===== src/rtl/sys_pkg.sv =====
// Shared definitions for the ALU result path: default widths, serializer
// state encoding and the frame ordering contract with the host decoder.
package sys_pkg;

   localparam int DATA_WIDTH_DEF = 8;

   // Host-side decoder reassembles results assuming the low frame arrives first.
   localparam bit LSB_FIRST = 1'b1;

   typedef enum logic [2:0] {
      IDLE         = 3'd0,
      LO_REQ       = 3'd1,
      LO_WAIT_BUSY = 3'd2,
      LO_WAIT_DONE = 3'd3,
      HI_REQ       = 3'd4,
      HI_WAIT_BUSY = 3'd5,
      HI_WAIT_DONE = 3'd6
   } state_t;

endpackage


===== src/rtl/alu_result_serializer.sv =====
// Splits each 2*DATA_WIDTH ALU result into two frames (low first) for the UART
// transmitter, with a one-deep pending slot and drop reporting on overflow.
module alu_result_serializer
   import sys_pkg::*;
#(
   parameter int DATA_WIDTH = DATA_WIDTH_DEF
) (
   input  logic                    CLK,
   input  logic                    RST,
   input  logic [2*DATA_WIDTH-1:0] ALU_OUT,
   input  logic                    OUT_VALID,
   input  logic                    TX_BUSY,
   output logic [DATA_WIDTH-1:0]   TX_P_DATA,
   output logic                    TX_D_VLD,
   output logic                    BUSY,
   output logic                    DROP_ERR
);

   localparam int RW = 2 * DATA_WIDTH;

   state_t        state, state_nx;
   logic [RW-1:0] active, active_nx;
   logic [RW-1:0] pend, pend_nx;
   logic          pend_vld, pend_vld_nx;
   logic          send, drop, absorbed;

   always_comb begin
      state_nx    = state;
      active_nx   = active;
      pend_nx     = pend;
      pend_vld_nx = pend_vld;
      send        = 1'b0;
      drop        = 1'b0;
      absorbed    = 1'b0;

      case (state)
         IDLE: begin
            if (OUT_VALID) begin
               active_nx = ALU_OUT;
               absorbed  = 1'b1;
               state_nx  = LO_REQ;
            end else if (pend_vld) begin
               active_nx   = pend;
               pend_vld_nx = 1'b0;
               state_nx    = LO_REQ;
            end
         end
         LO_REQ: begin
            if (!TX_BUSY) begin
               send     = 1'b1;
               state_nx = LO_WAIT_BUSY;
            end
         end
         LO_WAIT_BUSY: if (TX_BUSY)  state_nx = LO_WAIT_DONE;
         LO_WAIT_DONE: if (!TX_BUSY) state_nx = HI_REQ;
         HI_REQ: begin
            if (!TX_BUSY) begin
               send     = 1'b1;
               state_nx = HI_WAIT_BUSY;
            end
         end
         HI_WAIT_BUSY: if (TX_BUSY)  state_nx = HI_WAIT_DONE;
         HI_WAIT_DONE: begin
            if (!TX_BUSY) begin
               // A result arriving on the completion edge is never dropped:
               // the slot it would collide with is being freed this cycle.
               absorbed = 1'b1;
               if (pend_vld) begin
                  active_nx = pend;
                  state_nx  = LO_REQ;
                  if (OUT_VALID) pend_nx = ALU_OUT;
                  else           pend_vld_nx = 1'b0;
               end else if (OUT_VALID) begin
                  active_nx = ALU_OUT;
                  state_nx  = LO_REQ;
               end else begin
                  state_nx = IDLE;
               end
            end
         end
         default: state_nx = IDLE;
      endcase

      if (OUT_VALID && !absorbed) begin
         if (!pend_vld) begin
            pend_nx     = ALU_OUT;
            pend_vld_nx = 1'b1;
         end else begin
            drop = 1'b1;
         end
      end
   end

   always_ff @(posedge CLK) begin
      if (RST) begin
         state     <= IDLE;
         active    <= '0;
         pend      <= '0;
         pend_vld  <= 1'b0;
         TX_P_DATA <= '0;
         TX_D_VLD  <= 1'b0;
         BUSY      <= 1'b0;
         DROP_ERR  <= 1'b0;
      end else begin
         state    <= state_nx;
         active   <= active_nx;
         pend     <= pend_nx;
         pend_vld <= pend_vld_nx;
         TX_D_VLD <= send;
         if (send)
            TX_P_DATA <= (state == HI_REQ) ? active[RW-1:DATA_WIDTH] : active[DATA_WIDTH-1:0];
         BUSY     <= (state_nx != IDLE) || pend_vld_nx;
         DROP_ERR <= drop;
      end
   end

endmodule


===== config.mk =====
export PLATFORM = sky130hd
export DESIGN_NAME = alu_result_serializer
export DESIGN_NICKNAME = d
export VERILOG_FILES = /design/src/rtl/sys_pkg.sv /design/src/rtl/alu_result_serializer.sv
export SDC_FILE = /design/constraint.sdc
export NUM_CORES = 1
export LEC_CHECK = 0
export CAP_MARGIN = 20
export CORE_MARGIN = 8
export CORE_UTILIZATION = 49
export DETAILED_ROUTE_END_ITERATION = 8
export PLACE_DENSITY_LB_ADDON = 0.12
export REMOVE_ABC_BUFFERS = 1
export SYNTH_ARGS = -nofsm -noshare
export SYNTH_HDL_FRONTEND = slang
export SYNTH_SLANG_ARGS = --single-unit

===== constraint.sdc =====
create_clock -name CLK -period 1.65 [get_ports CLK]
set_clock_uncertainty 0.05 [all_clocks]
set_input_delay 0.165 -clock CLK [delete_from_list [all_inputs] [get_ports CLK]]
set_output_delay 0.165 -clock CLK [all_outputs]
set_load 0.02 [all_outputs]

* Word-level counts from Yosys, hierarchy flattened
Cells that the tools add are included.
** Storage, ports and cells
- Logic and storage cells :: 62
- Bits in registers :: 47
- Output and inout bits :: 11
- Latch bits :: 0
- Memories :: 0
- RAM bits :: 0
- ROM bits :: 0
- Input bits :: 20
** Operators by class
- Bitwise gates (word level) :: 1
- Div/mod/pow operators :: 0
- Shifts and indexed selects :: 0
- Order comparisons :: 0
- $mul :: 0
- Add/sub/neg operators :: 0
- Reduce and logical (&&, ||, !) cells :: 9
- Multiplexer cells :: 35
- Equal/unequal tests :: 9
** Operators by type and width (count)
- 16-bit two-way mux :: 11
- 16-bit one-hot mux with 2 select lines :: 1
- 3-bit two-way mux :: 8
- 3-bit one-hot mux with 7 select lines :: 1
- 1-bit two-way mux :: 11
- 3-bit == test (second input constant) :: 3
- 8-bit two-way mux :: 1
- 3-bit by 2-bit == test with 1-bit output (second input constant) :: 2
- 3-bit inequality test (second input constant) :: 2
- 1-bit one-hot mux with 2 select lines :: 2
- 4-bit AND reduction :: 1
- 2-bit OR reduction :: 2
- 3-bit by 1-bit == test with 1-bit output (second input constant) :: 1
- 3-bit logical NOT :: 1
- 3-bit nonzero test :: 1
- 2-bit inequality test (second input constant) :: 1
- 2-bit nonzero test :: 1
- 1-bit logical AND :: 1
- 1-bit logical NOT :: 1
- 1-bit logical OR :: 1
- 1-bit inverter :: 1

* Depth between registers and ports, before layout
Gate-level depths: netlist of the first run.
- Depth in word-level cells :: 7
- Mapped depth :: 6
- Gate-level depth less buffers :: 4

* Worst setup path before layout of the first run
OpenSTA, ideal clock, no wires.
- Path type :: register -> register
- From :: reg state[0]
- To :: reg active[7]
- Period minus slack after synthesis :: 1607 ps
- Data required time :: 1514 ps
- Library setup time :: 86 ps
- Arrival time :: 1472 ps
- Path slack :: 43 ps
- Buffers on the path :: 2
- Cell stages (with the launch flop) :: 7
- Cell sequence :: dfxtp_1 > nand3b_1 > mux2_1 > buf_6 > buf_12 > mux2i_1 > a211oi_1
** On the way
- Longest elaborated chain between the ends :: 3
- Elaborated cells on any way between the ends :: 8
- Classes of those cells :: eq/ne (4); mux (1); reduce/logical (3)
** Ends and longest elaborated chain
- start: declaration :: RTL line alu_result_serializer.sv:21 : state_t state, state_nx;
- start signal: assignment :: RTL line alu_result_serializer.sv:105 : state <= state_nx;
- 3-bit == test / 3-bit logical NOT (equally long branches) :: RTL line alu_result_serializer.sv:36 : case (state)
- 3-bit inequality test (no line) (tied with other cells)
- 4-bit AND reduction (no line)
- end signal: assignment :: RTL line alu_result_serializer.sv:106 : active <= active_nx;
- end: declaration :: RTL line alu_result_serializer.sv:22 : logic [RW-1:0] active, active_nx;
Several ways; a longest one is shown, not always the timed one.
A chain may end at the register's enable or synchronous reset.

* Final worst setup path of the first run
- From :: reg state[1]
- To :: reg active[11]
Same word-level chain as after synthesis.

==> metrics.cfg, run 1 <==
[drt]
final_antenna_net_count = 0
wl_per_cell_um = 13.4
drt_first_pass_iters = 4
drc = 0
totalWireLength_mm = 4.25
vias_per_cell = 5.27
vias = 1670
drtIter0Drc = 63

[logic_synthesis]
avgSynthCellArea_um2 = 9.98
synth_area_leaders = dfxtp_1 (42%), mux2i_1 (18%), nand2b_1 (9.4%)
yosysTopAreaCell = dfxtp_1
yosys.area.top_type_share = 0.415
ys.warnings.count = 0
ys_seq_elements = 47
seq_area_frac_synth = 0.415
netlist_instances = 227
synthDistinctLibCells = 34
syn_area_um2 = 2260

[cts]
htree_levels = 2
clk_pin_slew_ps = 90
cts_num_sinks = 47
clock_latency_ps = 300
cts_buffer_depth = 2
cts_inserted_buffers = 5
root_buffer = clkbuf_8
post_cts_buffers = 0
cts_tree = yes
hold_buffers = 0

[global_routing]
grt_pass1_vias = 1632
grtUsageTotal = 0.123
antenna_found_initial = 0
grt_overflow_total = 0
grt_max_degree = 35
grt_pass1_wl_mm = 7.40

[timing]
setup_violations = 0
finalHoldViolations = 0
period_share = 0.932
fmax_mhz = 651
period_needed_ps = 1540
max-slew-margin-rel = 0.797
slew_viol_final = 0
whs_ps = 252
rsz0062_at_grt = no
worst_pin_slew_ps = 302

[setup_path]
timing.rr.end = active[11]
required_ps = 1820
reg2reg_from = state[1]
crit_start = state[1]
path_max_fanout = 9
crit_slowest_cell = dfxtp_4
crit_path_end_kind = register
cp-start-kind = register
worst-r2r-setup-slack_ps = 110
setup.worst_path.end = active[11]
crit_cells = 5
arrival_ps = 1700
cpLargestDelayFamily = multiplexers
path_class = reg -> reg
path_buf_inv = 1
reg2reg_depth = 5
slowest_delay_ps = 390
crit_chain = nand3b_1 > mux2_1 > buf_4 > mux2i_1 > a211oi_1

[die]
die_w_um = 84.0
coreArea_um2 = 4410
initial_core_util = 0.513
rows = 24
io_pins = 31
die_h_um = 84.0
die_area_um2 = 7050

[finish]
area_delta_synth_final_pct = 24.4
finalNetCount = 284
fillers = 395
antenna_cells = 0
post-route-util = 0.638
fin_cells = 317
final_area_um2 = 2820
drive_above_1_share = 0.162

[power]
cellPowerDensity_nw_per_um2 = 963
power_leakage_uw = 0.00102
peakVddDrop_uv = 615
total_power_uw = 2710

[placement]
gp_congestion = 0.801
hpwl_mm = 3.18
io_buffers = 30
placed_area_um2 = 2700
placedCellCount = 309

[run_status]
status = finished clean

[worst_hold_path]
hold_class = in -> reg

[job]
maxCapViolCount = 0

-- area by class of cell --
| cell class | instances | area [µm²] | share of cell area |
|---|---|---|---|
| multi-input cells | 158 | 1190 | 0.422 |
| flip-flops and latches | 47 | 950 | 0.337 |
| repair buffers | 49 | 488 | 0.173 |
| clock buffers | 5 | 68.8 | 0.0244 |
| well taps | 52 | 65.1 | 0.0231 |
| clock inverters | 3 | 43.8 | 0.0155 |
| inverters | 3 | 11.3 | 0.00400 |
-- placed cells by master (no fill, tap or decap), types with 3 or more instances in the layout --
cell type | netlist | layout
nand2_1 | 3 | 3
buf_12 | 1 | 4
a211oi_2 | 5 | 5
mux2i_1 | 40 | 40
o21ai_0 | 3 | 3
buf_4 | 4 | 15
a211oi_1 | 20 | 20
nand2b_1 | 34 | 34
a21oi_1 | 6 | 6
nor2_1 | 27 | 27
clkbuf_8 | 0 | 5
clkdlybuf4s50_1 | 0 | 29
dfxtp_1 | 47 | 44
-- cell families after synthesis --
group | Yosys count | synth area share
and+or+nand+nor | 74 | 0.181
xor gates and xnor gates | 1 | 0.00387
AOI/OAI and AO/OA | 42 | 0.159
buffers and inverters | 22 | 0.0591
DFF | 47 | 0.415
muxes | 41 | 0.182
-- synth_stat cells --
master / count
dfxtp_1: 47
mux2i_1: 40
nand2b_1: 34
nor2_1: 27
a211oi_1: 20
clkbuf_1: 8
a21oi_1: 6
a211oi_2: 5
buf_2: 4
buf_4: 4
nand2_1: 3
o21ai_0: 3
buf_6: 2
inv_1: 2
nand3b_1: 2
nor3_4: 2
a211oi_4: 1
a221oi_1: 1
a311oi_1: 1
a31oi_2: 1
and2_1: 1
buf_12: 1
inv_2: 1
mux2_1: 1
nand3_1: 1
nor2b_1: 1
nor3_1: 1
nor4_1: 1
o21bai_1: 1
o31ai_1: 1
o32ai_4: 1
o41ai_1: 1
or2_4: 1
xnor2_1: 1
-- where the power goes --
part	switching, µW	leakage [µW]	internal, µW
Combinational	282	0.000576	293
Clock	388	0.0000581	451
Sequential	58.3	0.000387	1240
Total	728	0.00102	1980
-- metal layers --
layer | wire, µm | vias to the layer above | global-route usage
li1 | - | 871 | -
met1 | 2030 | 765 | 0.150
met2 | 2040 | 30 | 0.208
met3 | 138 | 4 | 0.0313
met4 | 38 | 0 | 0.0330
met5 | 0 | - | 0
-- per-stage QoR --
stage               setup slack (ps)  setup TNS [ps]
global placement                -110           -3080
global route                    15.4               0
floorplan                       -445           -9540
CTS                             7.13               0
detailed placement              -174           -4340
finish                           113               0
-- worst min-delay path, cell delays in order --
cell,delay (ps)
buf_2,200
nand2b_1,130
mux2i_1,50
-- registers in the layout, summed over array words and instances (netlist names) --
| name | count |
|---|---|
| BUSY | 1 |
| TX_D_VLD | 1 |
| pend_vld | 1 |
| pend | 16 |
| state | 3 |
| active | 16 |
| TX_P_DATA | 8 |
| DROP_ERR | 1 |
-- repair_timing --
| item | in CTS | in global routing |
|---|---|---|
| pin swaps | 0 | 0 |
| endpoints found under the setup margin | 4 | 16 |
| gates resized for setup | 1 | 4 |
-- worst min-delay path by stage --
| stage | startpoint | to | slack, ps | depth (start not counted) |
|---|---|---|---|---|
| 2_1_floorplan | RST | active[0] | 180 | 1 |
| 3_3_place_gp | pend[3] | pend[3] | 410 | 2 |
| 3_5_place_dp | pend[0] | pend[0] | 420 | 2 |
| 4_1_cts | RST | pend[3] | 250 | 3 |
| 5_1_grt | RST | pend[3] | 290 | 3 |
| 6_report | RST | pend[3] | 250 | 3 |
Note: power is estimated with default switching activity, not from simulation.
==> run 2, diff against run 1 <==
- CORE_UTILIZATION: 49 -> 51
- CTS_BUF_LIST: unset -> sky130_fd_sc_hd__clkbuf_2 sky130_fd_sc_hd__clkbuf_4 sky130_fd_sc_hd__clkbuf_8
- RECOVER_POWER: unset -> 25
==> metrics.cfg, run 2 (synthesis gave the netlist of run 1 again) <==
[run_status]
status = finished clean

[drt]
wl_per_cell_um = 13.6  ; +1.5%
drtIter0Drc = 76  ; +21%
totalWireLength_mm = 4.34  ; +2.1%
drt_first_pass_iters = 4  ; unchanged
drc = 0  ; unchanged
vias = 1648  ; -1.3%
final_antenna_net_count = 0  ; unchanged
vias_per_cell = 5.17  ; -1.9%

[setup_path]
path_max_fanout = 8  ; -1
required_ps = 1810  ; about the same
crit_start = state[2]
reg2reg_depth = 5  ; unchanged
timing.rr.end = active[3]
slowest_delay_ps = 400  ; about the same
crit_slowest_cell = dfxtp_2
crit_path_end_kind = register
cp-start-kind = register
crit_chain = nand3b_1 > mux2_1 > buf_4 > mux2i_1 > a211oi_1
arrival_ps = 1730  ; +30 ps
reg2reg_from = state[2]
path_class = reg -> reg
setup.worst_path.end = active[3]
worst-r2r-setup-slack_ps = 80  ; -30 ps

[timing]
slew_viol_final = 0  ; unchanged
setup_violations = 0  ; unchanged
whs_ps = 252  ; -0.0270 ps
worst_pin_slew_ps = 343  ; +41.0 ps
rsz0062_at_grt = no
max-slew-margin-rel = 0.768  ; -0.0289
period_share = 0.950  ; +0.0185
fmax_mhz = 638  ; -1.9%
setup_slack_ps = 82.5  ; -30.5 ps
period_needed_ps = 1570  ; +30.5 ps
finalHoldViolations = 0  ; unchanged

[die]
coreArea_um2 = 4320  ; -2.0%
die_h_um = 82.6  ; -1.6%
rows = 24  ; unchanged
io_pins = 31  ; unchanged
die_area_um2 = 6830  ; -3.2%
initial_core_util = 0.524  ; +0.0107
die_w_um = 82.6  ; -1.6%

[placement]
dpl_worst_slack_ps = -194  ; -19.6 ps
gp_congestion = 0.729  ; -8.9%
io_buffers = 30  ; unchanged
placed_area_um2 = 2690  ; -0.37%
hpwl_mm = 3.06  ; -3.6%
placedCellCount = 311  ; +0.65%

[cts]
cts_inserted_buffers = 5  ; unchanged
cts_num_sinks = 47  ; unchanged
htree_levels = 2  ; unchanged
post_cts_buffers = 0  ; unchanged
cts_buffer_depth = 2  ; unchanged
clk_pin_slew_ps = 90  ; about the same
root_buffer = clkbuf_8
cts_tree = yes
clock_latency_ps = 300  ; about the same

[global_routing]
grt_overflow_total = 0  ; unchanged
grt_max_degree = 64  ; +83%
grtUsageTotal = 0.140  ; +0.0168
grt_pass1_wl_mm = 7.49  ; +1.2%
grt_pass1_vias = 1674  ; +2.6%
antenna_found_initial = 0  ; unchanged

[power]
p_sw_frac = 0.276  ; +0.00763
peakVddDrop_uv = 449  ; -27%
cellPowerDensity_nw_per_um2 = 944  ; -2.0%
p_seq_frac = 0.492  ; +0.014
total_power_uw = 2640  ; -2.8%
power.switching_uw = 728  ; about the same
pwr-share-comb = 0.218  ; +0.006
power_leakage_uw = 0.00102  ; -0.61%
internal-power_uw = 1910  ; -3.8%
clkPwrFrac = 0.290  ; -0.020

[finish]
finalNetCount = 286  ; +0.70%
antenna_cells = 0  ; unchanged
final_area_um2 = 2790  ; -0.80%
fillers = 384  ; -2.8%
seqCellArea_um2 = 947  ; -0.26%
mostFrequentLayoutCell = dfxtp_1
drive_above_1_share = 0.169  ; +0.00628
final_cell_mix = dfxtp_1 (44), mux2i_1 (40), nand2b_1 (34)
multi_input_area_um2 = 1190  ; +0.42%
fin_cells = 319  ; +0.63%
reg_top3 = active (16), pend (16), TX_P_DATA (8)
area_delta_synth_final_pct = 23.4

[worst_hold_path]
hold_class = in -> reg

[job]
maxCapViolCount = 0  ; unchanged

==> run 2: metal layers <==
| layer | GRT usage | wire length (µm) |
|---|---|---|
| met1 | 0.166 | 2010 |
| met2 | 0.229 | 2000 |
| met3 | 0.0476 | 267 |
| met4 | 0.0552 | 61 |
| met5 | 0 | 0 |
==> run 2: worst min path at each step <==
stage | cells past startpoint | slack (ps) | from | to
floorplan | 1 | 180 | RST | active[0]
global placement | 2 | 410 | pend[9] | pend[9]
detailed placement | 2 | 420 | pend[14] | pend[14]
CTS | 3 | 250 | RST | active[12]
global route | 3 | 270 | RST | active[0]
finish | 3 | 250 | RST | active[12]
==> run 2: power groups by stage <==
stage,clock [µW],sequential (µW),combinational [µW]
floorplan,0,1350,310
global placement,0,1320,567
detailed placement,0,1330,580
CTS,790,1300,583
global route,833,1310,631
finish,765,1300,574
==> run 2: final cells by class <==
class                   count  area share
clock buffers               7      0.0345
clock inverters             1     0.00269
repair buffers             51       0.169
well taps                  52      0.0233
flip-flops and latches     47       0.339
inverters                   3     0.00403
multi-input cells         158       0.428
==> run 2: metrics by stage <==
stage / utilization / setup TNS, ps
finish: 0.646 / 0
global placement: 0.621 / -2710
floorplan: - / -9540
detailed placement: 0.621 / -4330
global route: 0.646 / 0
CTS: 0.646 / 0
==> run 2: critical path: cells and delay by family (launching register included) <==
family / cells / cell delay, ps
and+or+nand+nor: 1 / 100
AOI/OAI and AO/OA: 1 / 260
muxes: 2 / 480
buffers and inverters: 1 / 200
DFF: 1 / 400
==> run 2: what timing repair did <==
item                       4_1_cts  5_1_grt
resized for setup                2        3
cloned                           0        0
hold buffers                     0        0
pin swaps                        0        0
setup endpoints to repair        3       11
==> run 3, diff against run 2 <==
- PLACE_DENSITY: unset -> 0.78
- PLACE_DENSITY_LB_ADDON: 0.12 -> unset
==> metrics.cfg, run 3 (synthesis gave the netlist of run 1 again) <==
[cts]
cts_inserted_buffers = 5  ; unchanged
cts_buffer_depth = 2  ; unchanged
root_buffer = clkbuf_8
htree_levels = 2  ; unchanged
cts_num_sinks = 47  ; unchanged
clk_pin_slew_ps = 80  ; about the same
clock_latency_ps = 300  ; about the same
cts_tree = yes

[global_routing]
grt_pass1_wl_mm = 7.70  ; +2.9%
grtUsageTotal = 0.144  ; +0.00371
grt_overflow_total = 0  ; unchanged
grt_pass1_vias = 1740  ; +3.9%
grt_max_degree = 64  ; unchanged
antenna_found_initial = 0  ; unchanged

[placement]
gp_congestion = 0.807  ; +11%
io_buffers = 30  ; unchanged
hpwl_mm = 3.00  ; -2.1%

[drt]
totalWireLength_mm = 4.52  ; +4.2%
vias_per_cell = 5.43  ; +5.1%
drt_first_pass_iters = 5  ; +1
final_antenna_net_count = 0  ; unchanged
wl_per_cell_um = 14.2  ; +4.5%
vias = 1727  ; +4.8%
drtIter0Drc = 91  ; +20%
drc = 0  ; unchanged

[timing]
fmax_mhz = 648  ; +1.6%
slew_viol_final = 0  ; unchanged
setup_violations = 0  ; unchanged
fin_setup_tns_ps = 0  ; unchanged
rsz0062_at_grt = no
worst_pin_slew_ps = 327  ; -16.1 ps
finalHoldViolations = 0  ; unchanged
period_share = 0.935  ; -0.0147
period_needed_ps = 1540  ; -24.3 ps
max-slew-margin-rel = 0.780  ; +0.0122

[run_status]
status = finished clean

[finish]
fillers = 347  ; -9.6%
area_delta_synth_final_pct = 27.0
post-route-util = 0.665  ; +0.0188
mostFrequentLayoutCell = dfxtp_1
final_cell_mix = dfxtp_1 (44), mux2i_1 (40), nand2b_1 (34)
multi_input_area_um2 = 1190  ; unchanged
antenna_cells = 0  ; unchanged
finalNetCount = 285  ; -0.35%
seqCellArea_um2 = 945  ; -0.26%
drive_above_1_share = 0.169  ; +0.000634
reg_top3 = active (16), pend (16), TX_P_DATA (8)

[job]
maxCapViolCount = 0  ; unchanged

[setup_path]
crit_path_end_kind = register
path_max_fanout = 16  ; +8
crit_slowest_cell = dfxtp_2
cp-start-kind = register
path_buf_inv = 2  ; +1
cpLargestDelayFamily = compound AO/OA/AOI/OAI gates
required_ps = 1780  ; -30 ps
crit_chain = or2_4 > a211oi_4 > buf_4 > clkbuf_16 > a211oi_1
path_class = reg -> reg
arrival_ps = 1680  ; -50 ps
slowest_delay_ps = 360  ; -40 ps

[die]
die_h_um = 82.6  ; unchanged
coreArea_um2 = 4320  ; unchanged
io_pins = 31  ; unchanged
die_w_um = 82.6  ; unchanged
die_area_um2 = 6830  ; unchanged
rows = 24  ; unchanged
initial_core_util = 0.524  ; unchanged

[power]
cellPowerDensity_nw_per_um2 = 1010  ; +7.4%
power_leakage_uw = 0.00105  ; +3.6%
total_power_uw = 2910  ; +10%
peakVddDrop_uv = 613  ; +37%

[worst_hold_path]
hold_class = in -> reg

[run 3: path summary, 6_finish.rpt]
kind / from / endpoint / slack, ps / cells past startpoint
setup / recovery: state[1] / active[3] / 110 / 5
hold / removal: RST / active[13] / 260 / 3
setup reg to reg: state[1] / active[3] / 110 / 5
hold reg to reg: pend[2] / pend[2] / 430 / 2
[run 3: worst min-delay path: stages]
cell      delay (ps)
buf_2            100
buf_12           240
a211oi_2          50
[run 3: metal layers]
| layer | vias up | track usage | share of wire |
|---|---|---|---|
| li1 | 876 | - | - |
| met1 | 808 | 0.170 | 0.46 |
| met2 | 35 | 0.240 | 0.48 |
| met3 | 8 | 0.0465 | 0.048 |
| met4 | 0 | 0.0500 | 0.015 |
| met5 | - | 0 | 0 |
[run 3: cell type report]
cell class | count | area share
tap | 52 | 0.0226
sequential | 47 | 0.329
clock buffer | 5 | 0.0239
clock inverter | 3 | 0.0235
timing repair buffer | 50 | 0.182
inverter | 3 | 0.00392
multi-input combinational | 158 | 0.416
[run 3: what timing repair did]
item,4_1_cts,5_1_grt
setup endpoints to repair,1,2
gates resized for setup,3,1
pin swaps,0,1
buffers inserted,0,1
hold buffers,0,0
gates cloned,0,1
[run 3: through the flow]
step	instances	area (µm²)	setup WS, ps	hold WS (ps)
5_1_grt	318	2880	1.52	263
6_report	318	2880	107	255
3_5_place_dp	308	2700	-218	415
3_3_place_gp	308	2700	-105	409
4_1_cts	316	2840	31.5	249
2_1_floorplan	208	2140	-445	180
[run 3: report_power, final]
part | leakage [µW] | internal (µW) | switching, µW | total [µW]
clock network | 0.0000644 | 604 | 388 | 992
logic | 0.000601 | 317 | 302 | 619
registers | 0.000387 | 1240 | 61.5 | 1300
total | 0.00105 | 2160 | 751 | 2910
